[src/rtl/countdown_controller.sv]
// Loadable down-counter with start/terminal-count control and LED-style count output.
// Optional build macro COUNTDOWN_CONTROLLER_STICKY_TC_EN holds output_tc high throughout one-shot DONE.
//
// state   | meaning
// --------+------------------------------------------------------
// ST_IDLE | waiting; reload value may be loaded, start honoured
// ST_RUN  | counting down on enabled cycles
// ST_DONE | one-shot countdown finished; count parked at 0
module countdown_controller #(
  parameter int unsigned      WIDTH          = 3,
  parameter logic [WIDTH-1:0] RELOAD_DEFAULT = {WIDTH{1'b1}}
) (
  input  logic             input_clock1_1,
  input  logic             input_reset1_2,
  input  logic             input_load_valid,
  input  logic [WIDTH-1:0] input_load_value,
  output logic             output_load_ready,
  input  logic             input_start,
  input  logic             input_enable,
  input  logic             input_auto_reload,
  output logic [WIDTH-1:0] output_count,
  output logic             output_busy,
  output logic             output_tc
);

  typedef enum logic [1:0] {
    ST_IDLE = 2'd0,
    ST_RUN  = 2'd1,
    ST_DONE = 2'd2
  } state_t;

  state_t           state_q, state_d;
  logic [WIDTH-1:0] count_q, count_d;
  logic [WIDTH-1:0] reload_q, reload_d;
  logic             tc_q, tc_d;
  logic             busy_q, busy_d;
  logic             load_ready_q, load_ready_d;

  always_comb begin
    state_d  = state_q;
    count_d  = count_q;
    reload_d = reload_q;
    tc_d     = 1'b0;

    case (state_q)
      ST_IDLE, ST_DONE: begin
        if (input_load_valid) begin
          reload_d = input_load_value;
          count_d  = input_load_value;
          state_d  = ST_IDLE;
        end
        // A same-cycle load takes priority as the start value.
        if (input_start) begin
          count_d = input_load_valid ? input_load_value : reload_q;
          state_d = ST_RUN;
        end
`ifdef COUNTDOWN_CONTROLLER_STICKY_TC_EN
        if ((state_q == ST_DONE) && !input_load_valid && !input_start) begin
          tc_d = 1'b1;
        end
`endif
      end

      ST_RUN: begin
        if (input_enable) begin
          if (count_q == '0) begin
            tc_d = 1'b1;
            if (input_auto_reload) begin
              count_d = reload_q;
            end else begin
              state_d = ST_DONE;
            end
          end else begin
            count_d = count_q - WIDTH'(1);
          end
        end
      end

      default: begin
        state_d = ST_IDLE;
        count_d = '0;
      end
    endcase

    busy_d       = (state_d == ST_RUN);
    load_ready_d = (state_d != ST_RUN);
  end

  always_ff @(posedge input_clock1_1) begin
    if (input_reset1_2) begin
      state_q      <= ST_IDLE;
      count_q      <= '0;
      reload_q     <= RELOAD_DEFAULT;
      tc_q         <= 1'b0;
      busy_q       <= 1'b0;
      load_ready_q <= 1'b1;
    end else begin
      state_q      <= state_d;
      count_q      <= count_d;
      reload_q     <= reload_d;
      tc_q         <= tc_d;
      busy_q       <= busy_d;
      load_ready_q <= load_ready_d;
    end
  end

  assign output_count      = count_q;
  assign output_busy       = busy_q;
  assign output_load_ready = load_ready_q;
  assign output_tc         = tc_q;

endmodule
[config.mk]
export PLATFORM = sky130hd
export DESIGN_NAME = countdown_controller
export DESIGN_NICKNAME = d
export VERILOG_FILES = /design/src/rtl/countdown_controller.sv
export SDC_FILE = /design/constraint.sdc
export NUM_CORES = 1
export LEC_CHECK = 0
export ABC_AREA = 1
export BUFFER_PORTS_ARGS = -buffer_cell sky130_fd_sc_hd__buf_2
export CAP_MARGIN = 10
export CELL_PAD_IN_SITES_DETAIL_PLACEMENT = 0
export CELL_PAD_IN_SITES_GLOBAL_PLACEMENT = 2
export CORE_MARGIN = 1.5
export CORE_UTILIZATION = 25
export DETAILED_ROUTE_END_ITERATION = 10
export PLACE_DENSITY = 0.74
export SYNTH_ARGS = -nofsm -noshare
export SYNTH_HDL_FRONTEND = slang
export SYNTH_SLANG_ARGS = --single-unit
[constraint.sdc]
create_clock -name input_clock1_1 -period 3.31 [get_ports input_clock1_1]
set_input_delay 0.331 -clock input_clock1_1 [delete_from_list [all_inputs] [get_ports input_clock1_1]]
set_output_delay 0.331 -clock input_clock1_1 [all_outputs]
set_load 0.01 [all_outputs]
Word level (Yosys, flattened, before mapping)
Cells that the tools add are included.

word-level totals
  flip-flop bits (word level) = 11
  ROM bits = 0
  input port bits = 9
  logic and storage cells = 35
  latch bits = 0
  output and inout port bits = 6
  bits in writable memories = 0
  memories kept = 0

operators by class
  add/sub/neg operators = 1
  shift-type cells = 0
  bitwise operators = 2
  $lt $le $gt $ge = 0
  multipliers = 0
  reductions and logical operators = 5
  equal/unequal tests = 7
  mux-type cells = 14
  div/mod/pow operators = 0

operators with widths
  kind                                                    count
  2-to-1 mux 3 bit                                        6
  2-to-1 mux 2 bit                                        5
  inequality test 3 bit (second input constant)           2
  case mux 3 bit (2 select lines)                         1
  equality test 2 x 1 -> 1 bit (second input constant)    2
  case mux 2 bit (2 select lines)                         1
  zero test 3 bit                                         1
  AND reduction 3 bit                                     1
  OR reduction 3 bit                                      1
  subtractor 3 x 1 -> 3 bit (second input constant)       1
  equality test 2 bit (second input constant)             1
  zero test 2 bit                                         1
  inequality test 2 x 1 -> 1 bit (second input constant)  1
  inequality test 2 bit (second input constant)           1
  inverter 1 bit                                          2
  OR reduction 2 bit                                      1
  2-to-1 mux 1 bit                                        1

Depth between registers and ports, before layout
Gate-level depths: netlist (run 1).

  word-level depth = 5
  gate-level depth with buffers = 9
  gate-level depth less buffers = 9

Worst setup path before layout (run 1)
No wires, ideal clock.

  path kind = input to register
  start = input port output_count[0]
  end = register count_q[0], in the netlist output_count[0]
  data required time = 3.197 ns
  arrival = 1.113 ns
  path buffers = 0
  stages on the path = 10
  library setup time = 0.113 ns
  setup slack = 2.084 ns
  cell sequence = dfxtp_1 -> inv_1 -> ha_1 -> inv_1 -> nor2_2 -> nand3_2 -> nand3_4 -> nand2_1 -> nand2_1 -> nor2_1

on the way
  longest elaborated chain between the ends = 4
  elaborated cells between the ends (all ways) = 7
  classes of those cells = add/sub (1); eq/ne (1); mux (3); reduce/logical (2)

ends and longest elaborated chain
  item                                                                 RTL line  source
  from (decl)                                                          21        output logic [WIDTH-1:0] output_count,
  subtractor 3 x 1 -> 3 bit / zero test 3 bit (equally long branches)  74, 66
  2-to-1 mux 3 bit                                                     66        if (count_q == '0) begin
  2-to-1 mux 3 bit                                                     65        if (input_enable) begin
  case mux 3 bit (2 select lines)                                      45        case (state_q)
  to (signal assigned)                                                 99        count_q <= count_d;
  to (decl)                                                            33        logic [WIDTH-1:0] count_q, count_d;

Parallel ways exist; a longest one is shown, timed or not. The select of a mux whose other input is x is not followed.
A chain may end at the register's enable or synchronous reset.

Worst setup path in the final report (run 1)
  start = input port output_count[0]
  end = register count_q[2], in the netlist output_count[2]

Same word-level chain as after synthesis.

==> run summary, run 1 <==
Die Wd - 54.7 um
Beginning of the worst hold path - input_enable
Routed length per instance - 9.98 um
Hold Slack - 345 ps
Num ports - 15
Die Y - 54.7 um
Vias in the first global route - 552
P_leak - 0.417 nW
Status - completed
CP max stage cell - dfxtp_1
Initial drt markers - 12
Fin nets - 127
Hold WC Path Type - in2reg
Clk_skew - 1.35 ps
Fin util - 31.4%
Synth Area per Inst - 6.74 sq um
Total GRT Usage - 12.0%
Rel. slew slack - 83.7%
Worst Path Buf+Inv - 2
Register share of total power - 42.8%
Final hold violations - 0
Sequential fraction of the synthesis area - 33.0%
Post-DP HPWL - 1150 um
Worst setup margin - 2000 ps
Asr flop ratio synth - 0%
Count of cell types in the netlist - 22
Power per cell area - 458 nW/um^2
Initial core utilization - 26.7%
Fin crit period - 1310 ps
Core ar. - 2500 sq um
Routability cong. - 0.717
Largest net degree at the start of global routing - 12
CTS sink cnt - 11
Crit Path Category - reg2reg
Worst-path maximum fanout - 6
Antenna cells - 0
Row count - 18
Post CTS Setup Buffer Count - 0
RSZ-0062 raised after global routing - false
Post-synthesis cell count - 99
DP Worst Slack - 1990 ps
Die ar. - 2990 sq um
Register area - 220 sq um
Yosys Warn Count - 0
Htree depth - 1
Fill cells - 283
Final wirelength - 1450 um
Share of layout cells above drive strength 1 - 22.6%
Synthesis-stage register bit count - 11
Worst Setup SP - output_count[0]$_SDFFE_PP0P_
TritonRoute pass-1 iters - 4
Grt ovf - 0
CTS Buf Count - 3
Crit. End Element - register
Final setup TNS - 0 ps
Placed Instances - 141
Number of vias per cell - 4.34
Worst r2r src - output_count[0]$_SDFFE_PP0P_
Clock slew at reported path FFs - 80 ps
Fin. max-slew vios - 0
CP cell instances - inv_1 > ha_1 > inv_1 > nor2_2 > nand3_2 > nand3_4 > nand2_1 > nand2_1 > nor2_1
Number of port buffers - 14
Crit path max-delay family - simple AND/OR/NAND/NOR gates
Combinational Power Share - 30.5%
Internal power - 233 uW
CP Data Required Time - 3480 ps
First-pass GRT wire length - 2460 um
Clk buf depth - 2
Initial antenna violation count - 0
Setup crit start kind - register
Final Non-Filler Cells - 145
Clock Latency Late Sink - 270 ps
Number of nets with antenna violations after routing - 0
Ys flop type - dfxtp_1
Area grow syn2layout - 17.8%
Post_cts resized - 0
Via Count - 630
DRC - 0
Maximum vdd drop - 0.181 mV
Finished Cell Area - 786 sq um
Crit path DAT - 1480 ps
Post-Syn Area - 667 sq um
Max-cap violations - 0
Critical Path Max Stage Delay - 320 ps
Fin crit share - 39.7%
Mapped Nets - 110
Setup-failing EPs final - 0
EDFF count, synth - 0
CTS Root Cell - clkbuf_4
Share of power burned in the clock network - 26.7%
Tot Pwr - 360 uW
Placed cell area - 759 sq um
Hold_buf cts - 0
Slew @ Worst Pin - 245 ps
Fmax - 0.762 GHz
Area of the multi-input gates - 375 sq um
Net Switching - 126 uW
CTS tree - yes
Switching part of the total - 35.1%
## placed cells by master, fill, tap and decap left out, types with 2 or more instances in the layout
cell and count:
or2_1 2, nand3_1 11, dfxtp_1 11, nor2_1 9, clkbuf_4 3, a21oi_1 5
nand2_1 29, o21ai_0 3, ha_1 2, inv_1 14, buf_2 14
## final timing paths
path,to,slack (ps),depth (start not counted)
hold reg to reg,reload_q[2]$_SDFFE_PP1P_,520,2
setup / recovery,output_count[2]$_SDFFE_PP0P_,2000,9
hold / removal,state_q[1]$_SDFF_PP0_,350,3
setup reg to reg,output_count[2]$_SDFFE_PP0P_,2000,9
## sequential cells by signal, indices dropped and copies added, names as in the netlist
register,cells
output_count,3
reload_q,3
state_q,2
output_busy,1
output_load_ready,1
output_tc,1
## power groups by stage
stage | Sequential [mW] | Clock [mW] | Combinational, mW
floorplan | 0.160 | 0 | 0.0784
global placement | 0.157 | 0 | 0.113
detailed placement | 0.157 | 0 | 0.112
CTS | 0.154 | 0.0983 | 0.112
global route | 0.156 | 0.110 | 0.129
finish | 0.154 | 0.0961 | 0.110
## Yosys cell counts, types with 2 or more instances
| cell | count | area, sq um |
|---|---|---|
| nand2_1 | 29 | 109 |
| nand3_1 | 11 | 55.1 |
| dfxtp_1 | 11 | 220 |
| or2_1 | 2 | 12.5 |
| nor2_1 | 9 | 33.8 |
| a21oi_1 | 5 | 25.0 |
| o21ai_0 | 3 | 15.0 |
| ha_1 | 2 | 25.0 |
| inv_1 | 14 | 52.6 |
## cell type report
type	instances	share of cell area, %
Timing Repair Buffer	14	8.92
Multi-Input combinational cell	71	47.8
Inverter	15	7.17
Clock buffer	4	3.34
Sequential cell	11	28.0
Tap cell	30	4.78
## layer usage
metal | vias up | wire length, um | GRT usage [%] | share of wire (%)
met5 | - | 0 | 0 | 0
met4 | 0 | 34 | 7.50 | 2.3
met3 | 5 | 70 | 2.46 | 4.8
met2 | 13 | 629 | 17.9 | 43
met1 | 272 | 713 | 15.6 | 49
li1 | 340 | - | - | -
## cell families (layout without fill, tap and decap cells)
kind of cell             count (synthesis)  count (layout)  share of synthesized area [%]
AO/OA/AOI/OAI                            9               9                           7.32
flip-flops                              11              11                           33.0
buffers and inverters                   17              33                           10.7
AND/OR/NAND/NOR                         60              60                           45.2
adder cells (fa/ha/maj)                  2               2                           3.75
## worst min-delay path: cells and delay by family
kind | cells | cell delay (ps)
and+or+nand+nor | 1 | 80
buffers and inverters | 1 | 110
AOI/OAI and AO/OA | 1 | 50
Note: power is estimated with default switching activity, not from simulation.
==> run 2, diff against run 1 <==
clock period = 1.3 ns   (was 3.31 ns; I/O delays follow)
==> run summary, run 2 (synthesis gave the netlist of run 1 again) <==
Share of layout cells above drive strength 1 - 29.6% (+7.0 points)
Initial drt markers - 17 (+5)
Die Y - 54.7 um (unchanged)
Number of vias per cell - 4.47 (+2.9%)
Initial antenna violation count - 0 (unchanged)
Fin crit share - 94.2% (+55 points)
Htree depth - 1 (unchanged)
FF-to-FF setup slack - 80 ps (-1920 ps)
Antenna cells - 0 (unchanged)
Register share of total power - 41.7% (-1.1 points)
CTS Buf Count - 3 (unchanged)
Slew @ Worst Pin - 244 ps (-0.358 ps)
P_leak - 0.418 nW (+0.33%)
Die Wd - 54.7 um (unchanged)
Post CTS Setup Buffer Count - 0 (unchanged)
Most common cell after layout, fill and taps aside - nand2_1
Maximum vdd drop - 0.454 mV (+150%)
Clock slew at reported path FFs - 80 ps (about the same)
Most frequent cells in the layout - 27 x nand2_1, 14 x buf_2, 11 x inv_1, 11 x nand3_1
Initial core utilization - 26.7% (unchanged)
Fin nets - 127 (unchanged)
Power per cell area - 1170 nW/um^2 (+160%)
Vias in the first global route - 555 (+0.54%)
First-pass GRT wire length - 2480 um (+0.57%)
Fmax - 0.816 GHz (+7.2%)
Area grow syn2layout - 22.3%
Share of power burned in the clock network - 25.7% (-1.0 points)
Reg2Reg Depth - 9 (unchanged)
Max-cap violations - 0 (unchanged)
Final setup TNS - 0 ps (unchanged)
Crit. End Element - register
Final hold violations - 0 (unchanged)
TritonRoute pass-1 iters - 4 (unchanged)
Number of nets with antenna violations after routing - 0 (unchanged)
Switching part of the total - 35.8% (+0.69 points)
Min-Delay Endpoint - state_q[1]$_SDFF_PP0_
Setup-failing EPs final - 0 (unchanged)
Die ar. - 2990 sq um (unchanged)
Post-DP HPWL - 1150 um (unchanged)
Beginning of the worst hold path - input_enable
Worst-path maximum fanout - 6 (unchanged)
Row count - 18 (unchanged)
DRC - 0 (unchanged)
Critical Path Max Stage Delay - 330 ps (about the same)
Via Count - 648 (+2.9%)
Fin. max-slew vios - 0 (unchanged)
Rel. slew slack - 83.7% (about the same)
Clk buf depth - 2 (unchanged)
Clock Latency Late Sink - 270 ps (about the same)
Crit path DAT - 1390 ps (-90 ps)
Fin crit period - 1220 ps (-88.0 ps)
Hold WC Path Type - in2reg
CP most frequent cell - nand2_1
Fin util - 32.6% (+1.2 points)
Finished Cell Area - 816 sq um (+3.8%)
Largest net degree at the start of global routing - 12 (unchanged)
Final wirelength - 1480 um (+2.5%)
CTS sink cnt - 11 (unchanged)
Num ports - 15 (unchanged)
CTS Root Cell - clkbuf_4
Reg2Reg Capture Point - output_count[1]$_SDFFE_PP0P_
Total GRT Usage - 12.1% (+0.057 points)
CP Data Required Time - 1470 ps (-2010 ps)
Internal power - 615 uW (+160%)
CP cell instances - inv_2 > ha_4 > inv_4 > nor2_4 > nand3_2 > nand3_4 > nand2_1 > nand2_1 > nor2_1
Crit Path Category - reg2reg
Worst setup margin - 75.2 ps (-1920 ps)
Routed length per instance - 10.2 um (+2.5%)
DP Worst Slack - -18.7 ps (-2010 ps)
Net Switching - 342 uW (+170%)
CTS tree - yes
Clk_skew - 0.761 ps (-0.592 ps)
Status - completed
Combinational Power Share - 32.6% (+2.1 points)
Number of port buffers - 14 (unchanged)
Placed cell area - 759 sq um (unchanged)
Grt ovf - 0 (unchanged)
Core ar. - 2500 sq um (unchanged)
CP max stage cell - dfxtp_2
Hold depth - 3 (unchanged)
Routability cong. - 0.716 (about the same)
RSZ-0062 raised after global routing - true
Setup crit start kind - register
Worst r2r src - output_count[1]$_SDFFE_PP0P_
[run 2: changes by cell type in the layout (fill, tap and decap cells not counted), moves of 2 or more]
cell,before,now
dfxtp_1,11,9
inv_4,0,2
nand2_2,1,3
dfxtp_2,0,2
nand2_1,29,27
inv_1,14,11
[run 2: metrics by stage]
stage          hold slack, ps  instances  total power, mW
2_1_floorplan             289         99            0.608
3_3_place_gp              433        141            0.687
3_5_place_dp              434        141            0.685
4_1_cts                   142        145            0.937
5_1_grt                   149        145             1.04
6_report                  143        145            0.957
[run 2: how the worst max path moves through the flow]
stage / startpoint / to / cells after the start / slack [ps]
2_1_floorplan: output_count[0]$_SDFFE_PP0P_ / output_count[0]$_SDFFE_PP0P_ / 9 / 70
3_3_place_gp: output_count[0]$_SDFFE_PP0P_ / output_count[0]$_SDFFE_PP0P_ / 9 / 30
3_5_place_dp: output_count[0]$_SDFFE_PP0P_ / output_count[0]$_SDFFE_PP0P_ / 9 / -20
4_1_cts: output_count[0]$_SDFFE_PP0P_ / output_count[1]$_SDFFE_PP0P_ / 8 / 30
5_1_grt: output_count[1]$_SDFFE_PP0P_ / output_count[0]$_SDFFE_PP0P_ / 9 / -10
6_report: output_count[1]$_SDFFE_PP0P_ / output_count[1]$_SDFFE_PP0P_ / 9 / 80
[run 2: layer usage]
metal	vias up	wire, um	global-route usage [%]
li1	341	-	-
met2	15	669	17.9
met3	5	73	2.46
met5	-	0	0
met4	0	34	7.50
met1	287	706	15.8
[run 2: cell type report]
| type | count | area, sq um |
|---|---|---|
| Fill cell | 276 | 1680 |
| Multi-Input combinational cell | 71 | 398 |
| Sequential cell | 11 | 223 |
| Timing Repair Buffer | 14 | 70.1 |
| Inverter | 15 | 61.3 |
| Tap cell | 30 | 37.5 |
| Clock buffer | 4 | 26.3 |
[run 2: worst max-delay path, delay by kind of cell (launching register included)]
kind                     cells  cell delay [ps]
AND/OR/NAND/NOR              6              530
buffers and inverters        2              120
flip-flops                   1              330
adder cells (fa/ha/maj)      1              160
[run 2: timing repair]
item | CTS | global route
hold buffers | 0 | 0
gates resized for setup | 2 | 10
endpoints found under the setup margin | 3 | 6
pin swaps | 0 | 4
gates cloned | 0 | 0
[run 2: power groups by stage]
stage	clock (mW)	sequential (mW)	combinational, mW
global route	0.279	0.403	0.361
CTS	0.250	0.393	0.293
global placement	0	0.399	0.288
finish	0.246	0.398	0.312
floorplan	0	0.408	0.200
detailed placement	0	0.400	0.285
==> run 3, diff against run 2 <==
CTS_BUF_LIST = sky130_fd_sc_hd__clkbuf_8   (was unset)
==> run summary, run 3 (synthesis gave the netlist of run 1 again) <==
First-pass GRT wire length - 2440 um (-1.7%)
Placed cell area - 759 sq um (unchanged)
Worst r2r src - output_count[1]$_SDFFE_PP0P_
Min-Delay Endpoint - state_q[1]$_SDFF_PP0_
P_leak - 0.430 nW (+2.8%)
Finished Cell Area - 835 sq um (+2.3%)
Number of nets with antenna violations after routing - 0 (unchanged)
Largest net degree at the start of global routing - 12 (unchanged)
Routed length per instance - 10.0 um (-2.0%)
Fin. max-slew vios - 0 (unchanged)
Clock slew at reported path FFs - 50 ps (-30 ps)
CP max stage cell - dfxtp_2
DP Worst Slack - -18.7 ps (unchanged)
Share of layout cells above drive strength 1 - 29.6% (unchanged)
Reg2Reg Capture Point - output_count[0]$_SDFFE_PP0P_
CTS tree - yes
Number of port buffers - 14 (unchanged)
Most frequent cells in the layout - 27 x nand2_1, 14 x buf_2, 12 x inv_1, 11 x nand3_1
CTS sink cnt - 11 (unchanged)
Die Wd - 54.7 um (unchanged)
Via Count - 635 (-2.0%)
Max-cap violations - 0 (unchanged)
Clk buf depth - 2 (unchanged)
Power per cell area - 1250 nW/um^2 (+6.7%)
Setup crit start kind - register
Htree depth - 1 (unchanged)
Setup-failing EPs final - 0 (unchanged)
Routability cong. - 0.716 (unchanged)
Fmax - 0.820 GHz (+0.41%)
Clk_skew - 4.42 ps (+3.66 ps)
Reg2Reg Depth - 9 (unchanged)
Hold WC Path Type - in2reg
RSZ-0062 raised after global routing - true
Final hold violations - 0 (unchanged)
Worst setup margin - 80.3 ps (+5.04 ps)
Initial antenna violation count - 0 (unchanged)
Grt ovf - 0 (unchanged)
Hold depth - 3 (unchanged)
Critical Path Max Stage Delay - 320 ps (about the same)
Row count - 18 (unchanged)
Final wirelength - 1450 um (-2.0%)
Crit Path Category - reg2reg
Crit. End Element - register
Hold_buf cts - 0 (unchanged)
Status - completed
Num ports - 15 (unchanged)
Clock Latency Late Sink - 230 ps (-40 ps)
Initial core utilization - 26.7% (unchanged)
Beginning of the worst hold path - input_enable
Fin nets - 127 (unchanged)
DRC - 0 (unchanged)
Worst-path maximum fanout - 6 (unchanged)
Hold Slack - 189 ps (+45.6 ps)
Maximum vdd drop - 0.517 mV (+14%)
CP cell instances - inv_2 > ha_4 > inv_4 > nor2_4 > nand3_2 > nand3_4 > nand2_1 > nand2_1 > nor2_1
Total GRT Usage - 11.8% (-0.28 points)
Slew @ Worst Pin - 245 ps (+0.797 ps)
Rel. slew slack - 83.6% (about the same)
Core ar. - 2500 sq um (unchanged)
CTS Root Cell - clkbuf_8
Worst Path Buf+Inv - 2 (unchanged)
FF-to-FF setup slack - 80 ps (about the same)
CP most frequent cell - nand2_1
Number of vias per cell - 4.38 (-2.0%)
TritonRoute pass-1 iters - 4 (unchanged)
CP Data Required Time - 1430 ps (-40 ps)
Die Y - 54.7 um (unchanged)
Vias in the first global route - 550 (-0.90%)
Final setup TNS - 0 ps (unchanged)
Crit path max-delay family - simple AND/OR/NAND/NOR gates
Initial drt markers - 15 (-2)
Post-DP HPWL - 1150 um (unchanged)
CTS Buf Count - 3 (unchanged)
Antenna cells - 0 (unchanged)
Fin crit period - 1220 ps (-5.04 ps)
Die ar. - 2990 sq um (unchanged)
Most common cell after layout, fill and taps aside - nand2_1
Crit path DAT - 1350 ps (-40 ps)
Tot Pwr - 1.04 mW (+9.1%)
Fin crit share - 93.8% (-0.39 points)
Area grow syn2layout - 25.1%
## run 3: cell types whose count changed in the layout (fill, tap and decap cells not counted), sizes merged
cell,before,now
clkbuf,4,3
inv,15,16
## run 3: routing by layer
layer	wire length (um)	GRT usage, %	part of all wire, %	vias to the layer above
met5	0	0	0	-
met4	19	7.50	1.3	0
met2	672	17.9	46	12
met3	66	1.64	4.5	2
li1	-	-	-	342
met1	695	15.5	48	279
## run 3: final cells by class
cell class / count / area, sq um
timing repair buffer: 14 / 70.1
fill: 273 / 1670
tap: 30 / 37.5
clock inverter: 1 / 3.75
clock buffer: 3 / 41.3
multi-input combinational: 71 / 398
inverter: 15 / 61.3
sequential: 11 / 223
## run 3: worst max-delay path by stage
stage	slack (ps)	cells after the start	endpoint	from
3_5_place_dp	-20	9	output_count[0]$_SDFFE_PP0P_	output_count[0]$_SDFFE_PP0P_
6_report	80	9	output_count[0]$_SDFFE_PP0P_	output_count[1]$_SDFFE_PP0P_
5_1_grt	-9	9	output_count[0]$_SDFFE_PP0P_	output_count[1]$_SDFFE_PP0P_
2_1_floorplan	70	9	output_count[0]$_SDFFE_PP0P_	output_count[0]$_SDFFE_PP0P_
3_3_place_gp	30	9	output_count[0]$_SDFFE_PP0P_	output_count[0]$_SDFFE_PP0P_
4_1_cts	3	8	output_count[1]$_SDFFE_PP0P_	output_count[0]$_SDFFE_PP0P_
## run 3: through the flow
| stage | util [%] | std cells |
|---|---|---|
| after detailed placement | 30.4 | 141 |
| after floorplan | - | 99 |
| after global placement | 30.4 | 141 |
| final | 33.4 | 145 |
| after global routing | 33.4 | 145 |
| after CTS | 32.4 | 145 |
## run 3: worst reg2reg max path, delay by kind of cell (launching register included)
family / cells / cell delay [ps]
adder cells (fa/ha/maj): 1 / 160
buffers and inverters: 2 / 120
flip-flops: 1 / 320
AND/OR/NAND/NOR: 6 / 530
## run 3: where the power goes
part	internal, mW	total, mW	switching (mW)	leakage (nW)
logic	0.122	0.311	0.189	0.311
clock network	0.207	0.333	0.126	0.0269
registers	0.375	0.400	0.0250	0.0918
## run 3: timing repair
action	in CTS	in global routing
gates resized for setup	1	11
setup endpoints to repair	3	6
buffers inserted	0	0
pin swaps	0	5
